[config.mk]
export PLATFORM = sky130hd
export DESIGN_NAME = matrix_ram_arb
export DESIGN_NICKNAME = d
export VERILOG_FILES = /design/src/rtl/matrix_ram_pkg.sv /design/src/rtl/matrix_ram_arb_rr_arb2.sv /design/src/rtl/matrix_ram_arb.sv
export SDC_FILE = /design/constraint.sdc
export NUM_CORES = 1
export LEC_CHECK = 0
export ABC_AREA = 0
export CAP_MARGIN = 20
export CELL_PAD_IN_SITES_DETAIL_PLACEMENT = 0
export CELL_PAD_IN_SITES_GLOBAL_PLACEMENT = 1
export CORE_MARGIN = 10
export CORE_UTILIZATION = 27
export DETAILED_ROUTE_END_ITERATION = 8
export PLACE_DENSITY_LB_ADDON = 0.1
export SLEW_MARGIN = 20
export SYNTH_ARGS = -nofsm -noshare
export SYNTH_HDL_FRONTEND = slang
export SYNTH_SLANG_ARGS = --single-unit
[constraint.sdc]
create_clock -name clk -period 14.9 [get_ports clk]
set_clock_uncertainty 0.05 [all_clocks]
set_input_delay 4.47 -clock clk [delete_from_list [all_inputs] [get_ports clk]]
set_output_delay 4.47 -clock clk [all_outputs]
set_load 0.1 [all_outputs]
[src/rtl/matrix_ram_pkg.sv]
// Shared types for the matrix_ram arbiter.
// The optional read-after-write forwarding path is enabled by MATRIX_RAM_ARB_FWD_EN.
package matrix_ram_pkg;

  localparam int RD_LAT   = 2;   // RAM registered read latency in cycles
  localparam int CLIENT_W = 1;   // client id width (two clients per side)
  localparam int FWD_DW   = 64;  // storage width of the forwarded write word

  typedef struct packed {
    logic                vld;
    logic [CLIENT_W-1:0] id;
    logic                oor;
`ifdef MATRIX_RAM_ARB_FWD_EN
    logic                fwd;
    logic [FWD_DW-1:0]   fwd_data;
`endif
  } rd_tag_t;

endpackage

[src/rtl/matrix_ram_arb_rr_arb2.sv]
// Two-request round-robin arbiter.
// ptr names the client that wins a tie; it moves to the other client after every grant.
module rr_arb2 (
  input  logic       clk,
  input  logic       rst,
  input  logic [1:0] req,
  output logic [1:0] gnt
);

  logic ptr;

  // Grant a lone requester, or the favoured one on a tie; nothing during reset.
  always_comb begin
    gnt = 2'b00;
    if (!rst) begin
      if (req == 2'b11) gnt[ptr] = 1'b1;
      else              gnt      = req;
    end
  end

  // After granting client c, favour the other client next time.
  always_ff @(posedge clk or posedge rst) begin
    if (rst)       ptr <= 1'b0;
    else if (|gnt) ptr <= gnt[0];
  end

endmodule

[src/rtl/matrix_ram_arb.sv]
// Two-writer / two-reader arbiter in front of one matrix_ram (2-cycle read path).
// Reads are tagged through the RAM latency and steered back to the requester.
// Optional same-cycle read-after-write forwarding: define MATRIX_RAM_ARB_FWD_EN.
module matrix_ram_arb
  import matrix_ram_pkg::*;
#(
  parameter int DATA_WIDTH = 64,
  parameter int ADDR_NUM   = 32,
  parameter int ADNW       = 6
) (
  input  logic                  clk,
  input  logic                  rst,
  input  logic                  wr0_req,
  input  logic [ADNW-1:0]       wr0_addr,
  input  logic [DATA_WIDTH-1:0] wr0_data,
  output logic                  wr0_gnt,
  input  logic                  wr1_req,
  input  logic [ADNW-1:0]       wr1_addr,
  input  logic [DATA_WIDTH-1:0] wr1_data,
  output logic                  wr1_gnt,
  input  logic                  rd0_req,
  input  logic [ADNW-1:0]       rd0_addr,
  output logic                  rd0_gnt,
  output logic                  rd0_vld,
  output logic [DATA_WIDTH-1:0] rd0_data,
  input  logic                  rd1_req,
  input  logic [ADNW-1:0]       rd1_addr,
  output logic                  rd1_gnt,
  output logic                  rd1_vld,
  output logic [DATA_WIDTH-1:0] rd1_data,
  output logic                  ram_we,
  output logic [ADNW-1:0]       ram_addra,
  output logic [DATA_WIDTH-1:0] ram_dina,
  output logic [ADNW-1:0]       ram_addrb,
  input  logic [DATA_WIDTH-1:0] ram_doutb,
  output logic                  err_oor
);

  localparam logic [ADNW:0] ADDR_LIM = (ADNW+1)'(ADDR_NUM);

  logic [1:0] wgnt, rgnt;
  logic       wr_oor, rd_oor;

  rd_tag_t tag_in;
  rd_tag_t tag_q [RD_LAT];
  rd_tag_t tag_out;

  logic [1:0]                 rd_vld_q;
  logic [1:0][DATA_WIDTH-1:0] rd_data_q;
  logic [DATA_WIDTH-1:0]      ret_data;

  rr_arb2 u_wr_arb (.clk(clk), .rst(rst), .req({wr1_req, wr0_req}), .gnt(wgnt));
  rr_arb2 u_rd_arb (.clk(clk), .rst(rst), .req({rd1_req, rd0_req}), .gnt(rgnt));

  assign wr0_gnt = wgnt[0];
  assign wr1_gnt = wgnt[1];
  assign rd0_gnt = rgnt[0];
  assign rd1_gnt = rgnt[1];

  // Write mux: client 1 only when granted, otherwise client 0 passes through.
  always_comb begin
    ram_addra = wgnt[1] ? wr1_addr : wr0_addr;
    ram_dina  = wgnt[1] ? wr1_data : wr0_data;
    wr_oor    = {1'b0, ram_addra} >= ADDR_LIM;
    ram_we    = (|wgnt) && !wr_oor;
  end

  // Read address mux and the tag entering the latency pipeline.
  always_comb begin
    ram_addrb  = rgnt[1] ? rd1_addr : rd0_addr;
    rd_oor     = {1'b0, ram_addrb} >= ADDR_LIM;
    tag_in     = '0;
    tag_in.vld = |rgnt;
    tag_in.id  = CLIENT_W'(rgnt[1]);
    tag_in.oor = (|rgnt) && rd_oor;
`ifdef MATRIX_RAM_ARB_FWD_EN
    // ram_we already excludes out-of-range writes, so a match is in range.
    tag_in.fwd      = (|rgnt) && ram_we && (ram_addra == ram_addrb);
    tag_in.fwd_data = FWD_DW'(ram_dina);
`endif
  end

  // Tag shift register aligned with the RAM read latency; reset drops in-flight reads.
  always_ff @(posedge clk or posedge rst) begin
    if (rst) begin
      for (int i = 0; i < RD_LAT; i++) tag_q[i] <= '0;
    end else begin
      tag_q[0] <= tag_in;
      for (int i = 1; i < RD_LAT; i++) tag_q[i] <= tag_q[i-1];
    end
  end

  assign tag_out = tag_q[RD_LAT-1];

  // Returned word: zero for out-of-range, forwarded write data on a same-cycle hit.
  always_comb begin
    ret_data = ram_doutb;
`ifdef MATRIX_RAM_ARB_FWD_EN
    if (tag_out.fwd) ret_data = DATA_WIDTH'(tag_out.fwd_data);
`endif
    if (tag_out.oor) ret_data = '0;
  end

  // Output register: only the tagged client's data and vld change.
  always_ff @(posedge clk or posedge rst) begin
    if (rst) begin
      rd_vld_q  <= '0;
      rd_data_q <= '0;
    end else begin
      rd_vld_q <= '0;
      if (tag_out.vld) begin
        rd_vld_q[tag_out.id]  <= 1'b1;
        rd_data_q[tag_out.id] <= ret_data;
      end
    end
  end

  assign rd0_vld  = rd_vld_q[0];
  assign rd1_vld  = rd_vld_q[1];
  assign rd0_data = rd_data_q[0];
  assign rd1_data = rd_data_q[1];

  // Sticky flag for any granted out-of-range access.
  always_ff @(posedge clk or posedge rst) begin
    if (rst)                                              err_oor <= 1'b0;
    else if (((|wgnt) && wr_oor) || ((|rgnt) && rd_oor)) err_oor <= 1'b1;
  end

endmodule

==> results.py <==
metrics = {
    "detailed_routing": {
        "routedWlPerCell_um": 21.7,
        "drt_wl_total_mm": 28.8,
        "postRouteAntennaNets": 0,
        "firstDrtPassIters": 4,
        "drt_iter0_markers": 251,
        "viasPerCell": 4.37,
        "via_count": 5784,
        "drcViolationCount": 0,
    },
    "floorplan": {
        "initial_utilization": 0.274,
        "io_pins": 434,
        "die_x_um": 172,
        "num_rows": 55,
        "core_um2": 22600,
        "die_area_um2": 29500,
        "dieHeight_um": 172,
    },
    "power_and_ir_drop": {
        "p_leak_nw": 4.85,
        "ir_drop_uv": 82.2,
        "power_density_nw_per_um2": 175,
        "power.total_mw": 2.00,
    },
    "timing": {
        "hold_viol_final": 0,
        "rsz0062_at_grt": "false",
        "relSlewSlack": 0.271,
        "max_freq_ghz": 0.0797,
        "fin_ws_ns": 2.36,
        "maxSlewViolCount": 0,
        "tightest_slew_ns": 1.09,
        "tns_ns": 0,
        "min_period_over_period": 0.842,
        "fin_crit_ns": 12.54,
        "setup_viol": 0,
    },
    "clock_network": {
        "clock-sinks": 139,
        "tritoncts": "done",
        "numCtsBuffers": 17,
        "cts_max_level": 4,
        "hold_buffers": 0,
        "post-cts-setup-buffer-count": 0,
        "cts_buffer_depth": 2,
        "cts-root-buf": "clkbuf_16",
        "path_clk_slew_ns": 0.06,
        "cts_resized": 0,
        "insertion_delay_ns": 0.41,
    },
    "synthesis": {
        "yosysTopAreaCell": "dfrtp_1",
        "yosysUniqueCellTypes": 22,
        "ys.flop_type": "dfrtp_1",
        "ys_top_cells_by_count": "139 x dfrtp_1, 133 x nand2_1, 131 x o21ai_0",
        "synth_most_common_cell": "dfrtp_1",
        "synthTopCellsByArea": "dfrtp_1 56%, mux2_1 13%, o21ai_0 11%",
        "ys_ff_latch": 139,
        "synth_cells": 608,
        "ys_warn_count": 0,
        "ys_seq_area_frac": 0.560,
        "syn_area_um2": 6210,
        "synth_edf_count": 0,
        "synth_top_area_share": 0.560,
        "avgSynthCellArea_um2": 10.2,
        "synth_fp_nets": 830,
        "async_reset_ff_frac": 1.00,
    },
    "global_route": {
        "grt_pass1_wl_mm": 40.6,
        "grt_pass1_vias": 6191,
        "antenna_found_initial": 3,
        "grt.total_usage": 0.189,
        "grt_max_degree": 98,
        "grt_overflow": 0,
    },
    "critical_path": {
        "crit_arrival_ns": 8.02,
        "r2r-start": "tag_out[1]$_DFF_PP0_",
        "rrSetupSlack_ns": 12.93,
        "worstSetupEndpoint": "ram_dina[14]",
        "rr_endpoint": "rd0_data[41]$_DFFE_PP0P_",
        "cp-startpoint": "rst",
        "cp-end-kind": "primary output",
        "worst-setup-path-type": "in2out",
        "reg2regPathDepth": 3,
        "path_max_fanout": 72,
        "critPathLaunchType": "primary input",
        "cp.required_ns": 10.38,
    },
    "cells_and_area": {
        "multi_input_area_um2": 2540,
        "layout-area-overhead-vs-synth_pct": 84.4,
        "fillers": 2151,
        "layout.nets": 1245,
        "seq_area_um2": 3480,
        "drive_above_1_share": 0.0464,
        "fin_util": 0.506,
    },
    "flow_run": {
        "max_cap_viol_count": 0,
    },
    "placed_design": {
        "port_buffers": 433,
        "gp_congestion": 0.862,
        "post-dp-hpwl_mm": 23.3,
        "preCtsSetupSlack_ns": 1.93,
    },
    "status": {
        "status": "complete, no violations",
    },
    "worst_hold_path": {
        "hold_class": "reg2reg",
    },
}
-- logic make-up (layout without fill, tap and decap cells) --
logic type / after synthesis / after routing / share of synthesized area
other cells: 0 / 5 / 0
compound gates: 135 / 135 / 0.110
simple gates: 211 / 211 / 0.158
buf+inv: 47 / 474 / 0.0336
mux: 76 / 76 / 0.138
flops: 139 / 139 / 0.560
-- cell usage in the layout (no fill, tap or decap), types with 2 or more instances in the layout --
cell               n
o21ai_0          131
mux2_2             6
clkinv_4           3
mux2_1            70
dfrtp_1          138
nand2_1          132
and2_1             2
buf_4              3
inv_1              3
nand2b_1          66
nand3_1            3
clkinv_2           2
clkdlybuf4s50_1  433
bufinv_16          4
inv_6              4
clkbuf_16         17
diode_2            5
nor2_1             3
-- sequential cells by signal, indices dropped and copies added (netlist names) --
name,cells
rd0_data,64
rd1_data,64
tag_out,3
tag_q,3
rd_vld_q,2
err_oor,1
u_rd_arb.ptr,1
u_wr_arb.ptr,1
-- worst min-delay path by stage --
stage / from / to / slack, ns / depth (start not counted)
3_5_place_dp: tag_q[4]$_DFF_PP0_ / tag_out[1]$_DFF_PP0_ / 0.29 / 0
2_1_floorplan: tag_q[3]$_DFF_PP0_ / tag_out[0]$_DFF_PP0_ / 0.28 / 0
4_1_cts: tag_q[4]$_DFF_PP0_ / tag_out[1]$_DFF_PP0_ / 0.30 / 0
5_1_grt: tag_q[4]$_DFF_PP0_ / tag_out[1]$_DFF_PP0_ / 0.31 / 0
3_3_place_gp: tag_q[3]$_DFF_PP0_ / tag_out[0]$_DFF_PP0_ / 0.28 / 0
6_report: tag_q[4]$_DFF_PP0_ / tag_out[1]$_DFF_PP0_ / 0.30 / 0
-- report_power, final --
part           internal (mW)  leakage (nW)  switching (mW)  total (mW)
logic                  0.243          2.82           0.815        1.06
registers              0.452          1.72          0.0407       0.493
clock network          0.285         0.307           0.165       0.450
total                  0.980          4.85            1.02        2.00
-- critical path: stages --
cell,delay (ns)
clkdlybuf4s50_1,0.58
inv_6,0.57
nand3_4,0.55
buf_12,0.38
mux2_1,0.24
clkdlybuf4s50_1,1.19
-- area by class of cell --
cell class	instances	area share
Timing Repair Buffer	438	0.385
Sequential cell	139	0.304
Multi-Input combinational cell	422	0.222
Clock buffer	18	0.0384
Tap cell	285	0.0311
Clock inverter	13	0.0166
Inverter	5	0.00208
Antenna cell	5	0.00109
-- per-stage QoR --
step           hold WS [ns]  std cells  cell area, um2
6_report              0.299       1325           11500
5_1_grt               0.305       1323           11400
4_1_cts               0.305       1319           11400
3_5_place_dp          0.286       1288           10800
3_3_place_gp          0.282       1287           10800
2_1_floorplan         0.281        608            6210
-- layer usage --
layer  track usage  part of all wire  vias up
met5             0                 0        -
met4        0.0544             0.014        0
met3        0.0931              0.12       22
met2         0.333              0.52      230
met1         0.193              0.35     2670
li1              -                 -     2862
Note: power is estimated with default switching activity, not from simulation.
